### src/rtl/fpu_issue_ctrl_if.sv
// fpu_issue_ctrl_if
//   Bundles the processor-side issue/write-back signals and the FPU-side
//   enable/operand/result signals of the float issue sequencer.
//   slave  : view used by the sequencer (fpu_issue_ctrl)
//   master : view used by whatever surrounds it (processor + FPU, or a bench)
interface fpu_issue_ctrl_if;
   // processor -> sequencer
   logic        issue;
   logic [4:0]  opcode;
   logic [3:0]  dest;
   logic [15:0] a_val;
   logic [15:0] b_val;
   // sequencer -> processor
   logic        busy;
   logic        illegal;
   logic        wb_en;
   logic [3:0]  wb_reg;
   logic [15:0] wb_data;
   logic        err;
   // sequencer <-> FPU
   logic        fpu_en;
   logic [4:0]  fpu_instr;
   logic [15:0] fpu_op1;
   logic [15:0] fpu_op2;
   logic        fpu_done;
   logic [15:0] fpu_result;

   modport slave (
      input  issue, opcode, dest, a_val, b_val, fpu_done, fpu_result,
      output busy, illegal, fpu_en, fpu_instr, fpu_op1, fpu_op2,
             wb_en, wb_reg, wb_data, err
   );

   modport master (
      output issue, opcode, dest, a_val, b_val, fpu_done, fpu_result,
      input  busy, illegal, fpu_en, fpu_instr, fpu_op1, fpu_op2,
             wb_en, wb_reg, wb_data, err
   );
endinterface

### src/rtl/fpu_issue_ctrl.sv
// fpu_issue_ctrl
//   Captures one float instruction from execute, drives the FPU, waits for a
//   fresh done (or times out) and returns the result as a one-cycle register
//   write. SUBF is issued to the FPU as ADDF with op2's sign flipped.
// Ports:
//   clk, rst_n : clock, asynchronous active-low reset
//   bus        : fpu_issue_ctrl_if.slave (issue/opcode/dest/a_val/b_val in,
//                busy/illegal out, fpu_* to/from FPU, wb_*/err write-back)
// Parameters:
//   TIMEOUT    : WAIT cycles allowed before the op is aborted with err (>=2)
module fpu_issue_ctrl #(
   parameter int TIMEOUT = 32
) (
   input  logic            clk,
   input  logic            rst_n,
   fpu_issue_ctrl_if.slave bus
);
   localparam int CW = $clog2(TIMEOUT) + 1;

   localparam logic [4:0] OP_ADDF = 5'h11;
   localparam logic [4:0] OP_SUBF = 5'h16;

   typedef enum logic [1:0] {S_IDLE, S_ARM, S_WAIT, S_WB} state_t;

   state_t        state_q, state_d;
   logic [CW-1:0] cnt_q, cnt_d;
   logic          fpu_en_q, fpu_en_d;
   logic [4:0]    fpu_instr_q, fpu_instr_d;
   logic [15:0]   fpu_op1_q, fpu_op1_d;
   logic [15:0]   fpu_op2_q, fpu_op2_d;
   logic [3:0]    wb_reg_q, wb_reg_d;
   logic [15:0]   wb_data_q, wb_data_d;
   logic          wb_en_q, wb_en_d;
   logic          err_q, err_d;
   logic          illegal_q, illegal_d;
   logic          legal;

   always_comb legal = (bus.opcode >= OP_ADDF) && (bus.opcode <= OP_SUBF);

   always_comb begin
      state_d     = state_q;
      cnt_d       = cnt_q;
      fpu_en_d    = fpu_en_q;
      fpu_instr_d = fpu_instr_q;
      fpu_op1_d   = fpu_op1_q;
      fpu_op2_d   = fpu_op2_q;
      wb_reg_d    = wb_reg_q;
      wb_data_d   = wb_data_q;
      wb_en_d     = 1'b0;
      err_d       = 1'b0;
      illegal_d   = 1'b0;
      case (state_q)
         S_IDLE: begin
            if (bus.issue) begin
               if (legal) begin
                  fpu_op1_d = bus.a_val;
                  wb_reg_d  = bus.dest;
                  fpu_en_d  = 1'b1;
                  state_d   = S_ARM;
                  if (bus.opcode == OP_SUBF) begin
                     fpu_instr_d = OP_ADDF;
                     fpu_op2_d   = {~bus.b_val[15], bus.b_val[14:0]};
                  end else begin
                     fpu_instr_d = bus.opcode;
                     fpu_op2_d   = bus.b_val;
                  end
               end else begin
                  illegal_d = 1'b1;
               end
            end
         end
         // done is not looked at here: it may still be high from the last op
         S_ARM: begin
            cnt_d   = '0;
            state_d = S_WAIT;
         end
         // done takes priority over the timeout on the same edge
         S_WAIT: begin
            if (bus.fpu_done) begin
               wb_data_d = bus.fpu_result;
               wb_en_d   = 1'b1;
               fpu_en_d  = 1'b0;
               state_d   = S_WB;
            end else if (cnt_q == CW'(TIMEOUT - 1)) begin
               wb_data_d = '0;
               wb_en_d   = 1'b1;
               err_d     = 1'b1;
               fpu_en_d  = 1'b0;
               state_d   = S_WB;
            end else begin
               cnt_d = cnt_q + CW'(1);
            end
         end
         S_WB:    state_d = S_IDLE;
         default: state_d = S_IDLE;
      endcase
   end

   always_ff @(posedge clk or negedge rst_n) begin
      if (!rst_n) begin
         state_q     <= S_IDLE;
         cnt_q       <= '0;
         fpu_en_q    <= 1'b0;
         fpu_instr_q <= '0;
         fpu_op1_q   <= '0;
         fpu_op2_q   <= '0;
         wb_reg_q    <= '0;
         wb_data_q   <= '0;
         wb_en_q     <= 1'b0;
         err_q       <= 1'b0;
         illegal_q   <= 1'b0;
      end else begin
         state_q     <= state_d;
         cnt_q       <= cnt_d;
         fpu_en_q    <= fpu_en_d;
         fpu_instr_q <= fpu_instr_d;
         fpu_op1_q   <= fpu_op1_d;
         fpu_op2_q   <= fpu_op2_d;
         wb_reg_q    <= wb_reg_d;
         wb_data_q   <= wb_data_d;
         wb_en_q     <= wb_en_d;
         err_q       <= err_d;
         illegal_q   <= illegal_d;
      end
   end

   assign bus.busy      = (state_q != S_IDLE);
   assign bus.illegal   = illegal_q;
   assign bus.fpu_en    = fpu_en_q;
   assign bus.fpu_instr = fpu_instr_q;
   assign bus.fpu_op1   = fpu_op1_q;
   assign bus.fpu_op2   = fpu_op2_q;
   assign bus.wb_en     = wb_en_q;
   assign bus.wb_reg    = wb_reg_q;
   assign bus.wb_data   = wb_data_q;
   assign bus.err       = err_q;
endmodule

### src/flat_wrapper.sv
// flat-port wrapper written by rule: the top's interface ports become plain ports
module fpu_issue_ctrl_flat 
#(
   parameter int TIMEOUT = 32
)
  (clk, rst_n, bus_issue, bus_opcode, bus_dest, bus_a_val, bus_b_val, bus_fpu_done, bus_fpu_result, bus_busy, bus_illegal, bus_fpu_en, bus_fpu_instr, bus_fpu_op1, bus_fpu_op2, bus_wb_en, bus_wb_reg, bus_wb_data, bus_err);
  fpu_issue_ctrl_if bus_i ();
  input  logic clk;
  input  logic rst_n;
  input wire logic [$bits(bus_i.issue)-1:0] bus_issue;
  input wire logic [$bits(bus_i.opcode)-1:0] bus_opcode;
  input wire logic [$bits(bus_i.dest)-1:0] bus_dest;
  input wire logic [$bits(bus_i.a_val)-1:0] bus_a_val;
  input wire logic [$bits(bus_i.b_val)-1:0] bus_b_val;
  input wire logic [$bits(bus_i.fpu_done)-1:0] bus_fpu_done;
  input wire logic [$bits(bus_i.fpu_result)-1:0] bus_fpu_result;
  output wire logic [$bits(bus_i.busy)-1:0] bus_busy;
  output wire logic [$bits(bus_i.illegal)-1:0] bus_illegal;
  output wire logic [$bits(bus_i.fpu_en)-1:0] bus_fpu_en;
  output wire logic [$bits(bus_i.fpu_instr)-1:0] bus_fpu_instr;
  output wire logic [$bits(bus_i.fpu_op1)-1:0] bus_fpu_op1;
  output wire logic [$bits(bus_i.fpu_op2)-1:0] bus_fpu_op2;
  output wire logic [$bits(bus_i.wb_en)-1:0] bus_wb_en;
  output wire logic [$bits(bus_i.wb_reg)-1:0] bus_wb_reg;
  output wire logic [$bits(bus_i.wb_data)-1:0] bus_wb_data;
  output wire logic [$bits(bus_i.err)-1:0] bus_err;
  assign bus_i.issue = bus_issue;
  assign bus_i.opcode = bus_opcode;
  assign bus_i.dest = bus_dest;
  assign bus_i.a_val = bus_a_val;
  assign bus_i.b_val = bus_b_val;
  assign bus_i.fpu_done = bus_fpu_done;
  assign bus_i.fpu_result = bus_fpu_result;
  assign bus_busy = bus_i.busy;
  assign bus_illegal = bus_i.illegal;
  assign bus_fpu_en = bus_i.fpu_en;
  assign bus_fpu_instr = bus_i.fpu_instr;
  assign bus_fpu_op1 = bus_i.fpu_op1;
  assign bus_fpu_op2 = bus_i.fpu_op2;
  assign bus_wb_en = bus_i.wb_en;
  assign bus_wb_reg = bus_i.wb_reg;
  assign bus_wb_data = bus_i.wb_data;
  assign bus_err = bus_i.err;
  fpu_issue_ctrl #(.TIMEOUT(TIMEOUT)) u_core (.clk(clk), .rst_n(rst_n), .bus(bus_i));
endmodule
### config.mk
export PLATFORM = sky130hd
export DESIGN_NAME = fpu_issue_ctrl_flat
export DESIGN_NICKNAME = d
export VERILOG_FILES = /design/src/rtl/fpu_issue_ctrl_if.sv /design/src/rtl/fpu_issue_ctrl.sv /design/src/flat_wrapper.sv
export SDC_FILE = /design/constraint.sdc
export NUM_CORES = 1
export LEC_CHECK = 0
export CORE_ASPECT_RATIO = 1.4
export CORE_MARGIN = 2
export CORE_UTILIZATION = 45
export CTS_BUF_LIST = sky130_fd_sc_hd__clkbuf_8 sky130_fd_sc_hd__clkbuf_16
export DETAILED_ROUTE_END_ITERATION = 7
export PLACE_DENSITY = 0.85
export REMOVE_ABC_BUFFERS = 1
export SYNTH_ARGS = -nofsm -noshare
export SYNTH_HDL_FRONTEND = slang
export SYNTH_SLANG_ARGS = --single-unit
### constraint.sdc
create_clock -name clk -period 3.6 [get_ports clk]
set_clock_uncertainty 0.15 [all_clocks]
set_input_delay 0.72 -clock clk [delete_from_list [all_inputs] [get_ports clk]]
set_output_delay 0.72 -clock clk [all_outputs]
set_load 0.005 [all_outputs]
Word-level counts from Yosys, hierarchy flattened
Index checks and enable logic that the tools add are counted.
- flip-flop bits (word level): 69
- bits of input ports: 61
- output and inout bits: 62
- reductions and logical operators: 11
- muxes and demuxes: 25
- $add $sub $neg: 1
- equality and inequality tests: 10
- order comparisons: 2
- bitwise gates (word level): 1
- operator list (cell ; count):
    $mux W16 ; 3
    $mux W1 ; 12
    $mux W6 ; 2
    $pmux W6 S2 ; 1
    $reduce_and A3 Y1 ; 3
    $mux W2 ; 4
    $pmux W2 S4 ; 1
    $reduce_bool A2 Y1 ; 4
    $add A6 B1 Y6 const B ; 1
    $eq A6 B5 Y1 const B ; 1
    $ne A2 B2 Y1 const B ; 3
    $eq A5 B5 Y1 const B ; 1
    $ge A5 B5 Y1 const B ; 1
    $le A5 B5 Y1 const B ; 1
    $mux W5 ; 1
    $eq A2 B2 Y1 const B ; 2
    $reduce_and A4 Y1 ; 1
    $ne A3 B2 Y1 const B ; 1
    $eq A2 B1 Y1 const B ; 1
    $logic_not A2 Y1 ; 1
    $ne A2 B1 Y1 const B ; 1
    $pmux W1 S2 ; 1
    $reduce_and A2 Y1 ; 1
    $logic_and A1 B1 Y1 ; 1
    $not A1 Y1 ; 1

Depth between registers and ports, before layout
Gate-level depths: netlist of the first run.
- depth after elaboration: 5
- mapped depth: 7

Least setup slack after synthesis of the first run
No wires, ideal clock.
- path type: input-to-reg
- start: in bus_opcode[3]
- end: reg u_core.fpu_op1_q[0] (netlist: u_core.bus.fpu_op1[0])
- arrival time: 2.061 ns
- slack: 1.265 ns
- data required time: 3.325 ns
- setup time: 0.125 ns
- buffers on the path: 1
- stages on the path: 4
- path through: nand2b_1 nor4_4 buf_6 mux2_2
- longest elaborated chain between the ends: 3
- elaborated cells on any way between the ends: 4
- RTL lines (item ; RTL line ; text):
    start: declaration ; flat_wrapper.sv:11 ; input wire logic [$bits(bus_i.opcode)-1:0] bus_opcode;
    $ge A5 B5 Y1 / $le A5 B5 Y1 (equally long branches) ; fpu_issue_ctrl.sv:38 ; always_comb legal = (bus.opcode >= OP_ADDF) && (bus.opcode <= OP_SUBF);
    $logic_and A1 B1 Y1 * ; fpu_issue_ctrl.sv:38 ;
    $reduce_and A3 Y1 (no line) * ; n/a ;
    end signal: assignment ; fpu_issue_ctrl.sv:117 ; fpu_op1_q <= fpu_op1_d;
    end: declaration ; fpu_issue_ctrl.sv:29 ; logic [15:0] fpu_op1_q, fpu_op1_d;
Mark *: on every way between the ends. The rest lies on a longest branch, timed or not.
A chain may end at the register's enable or synchronous reset.

Final worst setup path of the first run
- start: reg u_core.state_q[0]
- end: out bus_busy
- longest elaborated chain between the ends: 1
- RTL lines (item ; RTL line ; text):
    start: declaration ; fpu_issue_ctrl.sv:25 ; state_t state_q, state_d;
    start signal: assignment ; fpu_issue_ctrl.sv:113 ; state_q <= state_d;
    $reduce_bool A2 Y1 ; fpu_issue_ctrl.sv:127 ; assign bus.busy = (state_q != S_IDLE);
    end: declaration ; flat_wrapper.sv:17 ; output wire logic [$bits(bus_i.busy)-1:0] bus_busy;
No other way between the ends.

==> results of run 1 <==
## per-layer routing
| layer | vias up | share of wire |
|---|---|---|
| met5 | - | 0 |
| met4 | 0 | 0.026 |
| met3 | 13 | 0.045 |
| met2 | 67 | 0.57 |
| met1 | 1048 | 0.36 |
| li1 | 970 | - |
## worst min-delay path by stage
| stage | from | end | cells after the start | slack [ns] |
|---|---|---|---|---|
| final | rst_n | u_core.bus.fpu_op1[14] | 1 | 0.32 |
| after global routing | u_core.bus.wb_reg[3] | u_core.bus.wb_reg[3] | 1 | 0.36 |
| after global placement | u_core.bus.wb_reg[3] | u_core.bus.wb_reg[3] | 1 | 0.32 |
| after floorplan | rst_n | u_core.bus.err | 0 | 0.27 |
| after detailed placement | u_core.bus.fpu_op2[3] | u_core.bus.fpu_op2[3] | 1 | 0.33 |
| after CTS | rst_n | u_core.bus.fpu_op1[14] | 1 | 0.33 |
## logic make-up after synthesis
group,share of synthesized area
AO/OA/AOI/OAI,0.0867
XOR/XNOR,0.00949
adder cells (fa/ha/maj),0.0181
buffers and inverters,0.0321
flip-flops,0.623
multiplexers,0.150
AND/OR/NAND/NOR,0.0804
## report_power, final
| part | switching (mW) | internal, mW | total [mW] |
|---|---|---|---|
| Combinational | 0.441 | 0.898 | 1.34 |
| Sequential | 0.198 | 1.12 | 1.32 |
| Clock | 0.283 | 0.337 | 0.620 |
## area by class of cell
cell class / count / area share
Multi-Input combinational cell: 117 / 0.226
Tap cell: 70 / 0.0207
Sequential cell: 69 / 0.408
Timing Repair Buffer: 125 / 0.293
Clock buffer: 10 / 0.0325
Clock inverter: 6 / 0.0151
Inverter: 6 / 0.00532
## worst max-delay path, cell delays in order, from the launching register on
cell and delay (ns):
dfrtp_1 0.37, inv_1 0.08, ha_1 0.27, inv_1 0.12, clkdlybuf4s50_1 0.50
## per-stage QoR
stage          worst slack (ns)  utilization
2_1_floorplan             0.469            -
3_3_place_gp              0.808        0.683
3_5_place_dp              0.752        0.683
4_1_cts                    1.04        0.717
5_1_grt                   0.967        0.717
6_report                   1.06        0.717
## Yosys cell counts (all sizes together) (4+ instances only)
| cell type | number | area [sq um] |
|---|---|---|
| mux2 | 36 | 405 |
| nor2 | 7 | 26.3 |
| a21oi | 7 | 35.0 |
| nand3 | 6 | 30.0 |
| nand2 | 9 | 33.8 |
| buf | 6 | 55.1 |
| inv | 6 | 22.5 |
| nand2b | 4 | 25.0 |
| ha | 4 | 50.1 |
| a22o | 16 | 140 |
| dfrtp | 69 | 1730 |
| o21ai | 4 | 20.0 |
==> metrics.md, run 1 <==
| Metric | Value |
|---|---|
| First DRT Iteration DRCs | `86` |
| Pre-antenna DRT Iters | `4` |
| Die Wd | `between 70 and 80 um` |
| Vias in the first global route | `approximately 2100` |
| Gp weighted congestion | `0.731` |
| Worst vdd ir | `between 0.0004 and 0.0005 V` |
| Antenna Cells | `0` |
| Core area | `0.00590 sq mm` |
| Fraction of layout cells with a size suffix above 1 | `0.168` |
| Post-DP HPWL | `a little under 5000 um` |
| Worst slew pin tran | `between 0.8 and 0.9 ns` |
| Hold-fix buffers, CTS | `0` |
| Period utilisation layout | `0.706` |
| Net count, final | `just under 400` |
| CTS tree | `built` |
| DR WL/cell | `16.0 um` |
| Pin count of the biggest net entering global routing | `47` |
| Async SR Flop Fraction | `1.00` |
| Startpoint Class | `register` |
| Main synth FF type | `dfrtp_1` |
| Multi-input logic area | `approximately 950 sq um` |
| DRC Markers | `0` |
| I/O pin cnt | `123` |
| GRT Util Overall | `0.199` |
| Non-filler instance count after layout | `403` |
| Row cnt | `33` |
| Die height | `around 97 um` |
| Finished Cell Area | `around 0.0042 sq mm` |
| Starting Density | `0.469` |
| Seq cells post-synth | `69` |
| H-tree depth | `3` |
| Resize count post-CTS | `0` |
| Die ar. | `a little under 0.007 sq mm` |
| Placed Instance Area | `0.00403 sq mm` |
| Hold WC Path Type | `input pin to asynchronous set/reset pin` |
| Clk buf depth | `2` |
| Most common cell after layout, fill and taps aside | `clkdlybuf4s50_1` |
| Total grt overflow | `0` |
| WS Path Type | `register to primary output` |
| Post-Route WL | `approximately 6400 um` |
| R2R Path Start | `u_core.state_q[0]` |
| Total clock buffers created by CTS | `9` |
| EDFF count, synth | `0` |
| CP max FO | `5` |
| RSZ-0062 raised after global routing | `false` |
| Yosys warnings | `0` |
| Worst Setup EP | `bus_busy` |
| Setup TNS | `0 ns` |
| Routed Antenna Nets | `0` |
| Met1 usage | `0.221` |
| Crit path from | `u_core.state_q[0]` |
| Synthesized area per cell | `13.8 sq um` |
| Gr busiest metal | `met2` |
| Fill count | `427` |
| Seq/Total Area, Yosys | `0.623` |
| P_leak | `~1.8 nW` |
| Clk pin slew, worst setup/hold paths | `0.08 ns` |
| Peak Freq | `just under 400 MHz` |
| Status | `finished clean` |
| Setup repair bufs after CTS | `0` |
| Worst R2R Path Depth | `6` |
| CP arrival | `about 1.7 ns` |
| Routing usage on met3 | `0.0427` |
| GRT met2 Usage | `0.354` |
| Worst endpoint required time | `about 2.7 ns` |
| Via Count | `about 2100` |
| Reg2reg end | `u_core.bus.fpu_op1[8]` |
| Clk Latency, worst-skew pair | `~0.33 ns` |
| CTS Root Cell | `clkbuf_8` |
| Final Hold Viols | `0` |
| Port Buffers | `between 100 and 150` |
| Total power | `~3.3 mW` |
| Syn-to-layout area delta | `52.8%` |
| Max-slew headroom | `0.460` |
| Initial antenna violation count | `0` |
| Max-slew violations | `0` |
| Syn Inst Count | `about 200` |
| Synthesized cell area | `roughly 0.0028 sq mm` |
| Storage element area | `between 0.0015 and 0.002 sq mm` |
| Unique masters post-synth | `31` |
| Post-layout min period | `around 2.5 ns` |
| Max-cap violations | `0` |
| # clock sinks | `69` |
| Min Hold Slack | `approximately 0.32 ns` |
| Flop-to-flop setup slack | `1.25 ns` |
| Vias per cell | `approximately 5.2` |
| Pwr dens | `just under 800 mW/mm^2` |
| First-pass GRT wire length | `roughly 11000 um` |
| Most frequent cells in the layout | `clkdlybuf4s50_1 (121), dfrtp_1 (69), mux2_2 (34)` |
| Placed Cells | `approximately 390` |
| Final setup violation count | `0` |
| Critical Path Sink Type | `primary output` |
Note: power is estimated with default switching activity, not from simulation.
==> inputs of run 2 (changes only) <==
- CORE_UTILIZATION: 45 -> 42
- PLACE_DENSITY: 0.85 -> 0.8
- clock period: 3.6 -> 2.6 ns (I/O delays scaled with it)
==> metrics.md, run 2 (synthesis gave the netlist of run 1 again) <==
| Metric | Value |
|---|---|
| WS Path Type | `register to primary output` |
| Syn-to-layout area delta | `53.8%` |
| Status | `finished clean` |
| Setup TNS | `0 ns (unchanged)` |
| Core Util, Final | `0.657 (-0.0593)` |
| Antenna Cells | `0 (unchanged)` |
| Worst endpoint required time | `1.93 ns (-0.80 ns)` |
| Pre-antenna DRT Iters | `4 (unchanged)` |
| Die Wd | `72.6 um (+3.3%)` |
| Worst slew pin tran | `0.628 ns (-0.181 ns)` |
| Worst vdd ir | `0.000571 V (+39%)` |
| First DRT Iteration DRCs | `100 (+16%)` |
| P_leak | `1.82 nW (-0.11%)` |
| Post-Route WL | `6410 um (-0.25%)` |
| Die ar. | `0.00727 sq mm (+6.8%)` |
| Row cnt | `35 (+6.1%)` |
| Clk buf depth | `2 (unchanged)` |
| Final setup violation count | `0 (unchanged)` |
| I/O pin cnt | `123 (unchanged)` |
| Clk pin slew, worst setup/hold paths | `0.08 ns (about the same)` |
| DR WL/cell | `15.8 um (-1.2%)` |
| Worst slack, placed | `0.110 ns (-0.641 ns)` |
| CTS Root Cell | `clkbuf_8` |
| DRC Markers | `0 (unchanged)` |
| Resize count post-CTS | `0 (unchanged)` |
| Max-slew violations | `0 (unchanged)` |
| Total power | `4.56 mW (+39%)` |
| Post-layout min period | `about 2.3 ns` |
| Max-cap violations | `0 (unchanged)` |
| CTS tree | `built` |
| Via Count | `2035 (-3.0%)` |
| Period utilisation layout | `0.899` |
| RSZ-0062 raised after global routing | `false` |
| Fraction of layout cells with a size suffix above 1 | `0.171 (+0.00300)` |
| Core area | `0.00648 sq mm (+9.8%)` |
| Fill count | `534 (+25%)` |
| Most frequent cells in the layout | `clkdlybuf4s50_1 (121), dfrtp_1 (69), mux2_2 (34)` |
| First-pass GRT wire length | `10600 um (+0.13%)` |
| Pin count of the biggest net entering global routing | `47 (unchanged)` |
| Pwr dens | `1070 mW/mm^2 (+38%)` |
| Max-slew headroom | `0.581 (+0.121)` |
| CP arrival | `1.67 ns (about the same)` |
| Net count, final | `393 (unchanged)` |
| Min Hold Slack | `0.0424 ns (-0.276 ns)` |
| Peak Freq | `428 MHz` |
| Setup repair bufs after CTS | `0 (unchanged)` |
| Initial antenna violation count | `0 (unchanged)` |
| Gp weighted congestion | `0.775 (+6.1%)` |
| GRT Util Overall | `0.192 (-0.00675)` |
| Routed Antenna Nets | `0 (unchanged)` |
| Total clock buffers created by CTS | `9 (unchanged)` |
| Vias in the first global route | `2221 (+4.0%)` |
| Most common cell after layout, fill and taps aside | `clkdlybuf4s50_1` |
| Clk Latency, worst-skew pair | `0.33 ns (about the same)` |
| Post-DP HPWL | `4830 um (+0.65%)` |
| Startpoint Class | `register` |
| H-tree depth | `3 (unchanged)` |
| Starting Density | `0.427 (-0.0418)` |
| Setup ws final | `0.264 ns (-0.793 ns)` |
| CP max FO | `5 (unchanged)` |
| Port Buffers | `122 (unchanged)` |
| Critical Path Sink Type | `primary output` |
| Hold-fix buffers, CTS | `0 (unchanged)` |
| Total grt overflow | `0 (unchanged)` |
| Hold WC Path Type | `input pin to asynchronous set/reset pin` |
| Final Hold Viols | `0 (unchanged)` |
| # clock sinks | `69 (unchanged)` |
| Die height | `100 um (+3.4%)` |
| Vias per cell | `5.00 (-4.0%)` |
-- run 2: cell count changes in the layout (fill, tap and decap cells not counted) --
cell        delta
buf_4          -2
clkinvlp_4     +2
inv_1          -1
clkinv_2       +1
clkinv_4       -2
buf_12         +2
-- run 2: metal layers --
layer / up-vias / global-route usage / wire [um]
met5: - / 0 / 0
met4: 0 / 0.103 / 225
met3: 19 / 0.0402 / 253
met2: 53 / 0.342 / 3620
met1: 1000 / 0.209 / 2310
li1: 963 / - / -
-- run 2: critical path: stages, from the launching register on --
cell and delay [ns]:
dfrtp_1 0.38, inv_1 0.07, ha_1 0.26, inv_1 0.12, clkdlybuf4s50_1 0.50
-- run 2: cell type report --
cell class | count | area (sq um) | share of cell area
Sequential cell | 69 | 1730 | 0.405
Timing Repair Buffer | 125 | 1260 | 0.297
Multi-Input combinational cell | 117 | 955 | 0.224
Clock buffer | 10 | 138 | 0.0323
Tap cell | 74 | 92.6 | 0.0217
Clock inverter | 6 | 62.6 | 0.0147
Inverter | 6 | 22.5 | 0.00529
-- run 2: where the power goes --
group,internal [mW],switching (mW),leakage (nW)
sequential,1.55,0.258,0.853
combinational,1.26,0.616,0.871
clock,0.465,0.404,0.0943
-- run 2: stage by stage --
stage | cell area [sq um] | std cells
floorplan | 2700 | 192
global placement | 4060 | 391
detailed placement | 4060 | 391
CTS | 4260 | 407
global route | 4260 | 407
finish | 4260 | 407
-- run 2: path summary, 6_finish.rpt --
kind                                               from  cells after the start                       to  slack [ns]
worst max-delay path                  u_core.state_q[0]                      4                 bus_busy        0.26
max in group asynchronous                         rst_n                      2        u_core.bus.fpu_en        1.60
worst min register to register  u_core.bus.fpu_instr[4]                      1  u_core.bus.fpu_instr[4]        0.34
min in group clk                u_core.bus.fpu_instr[4]                      1  u_core.bus.fpu_instr[4]        0.34
worst max register to register          u_core.cnt_q[0]                      5        u_core.state_q[1]        0.36
worst min-delay path                              rst_n                      1   u_core.bus.fpu_op2[14]        0.04
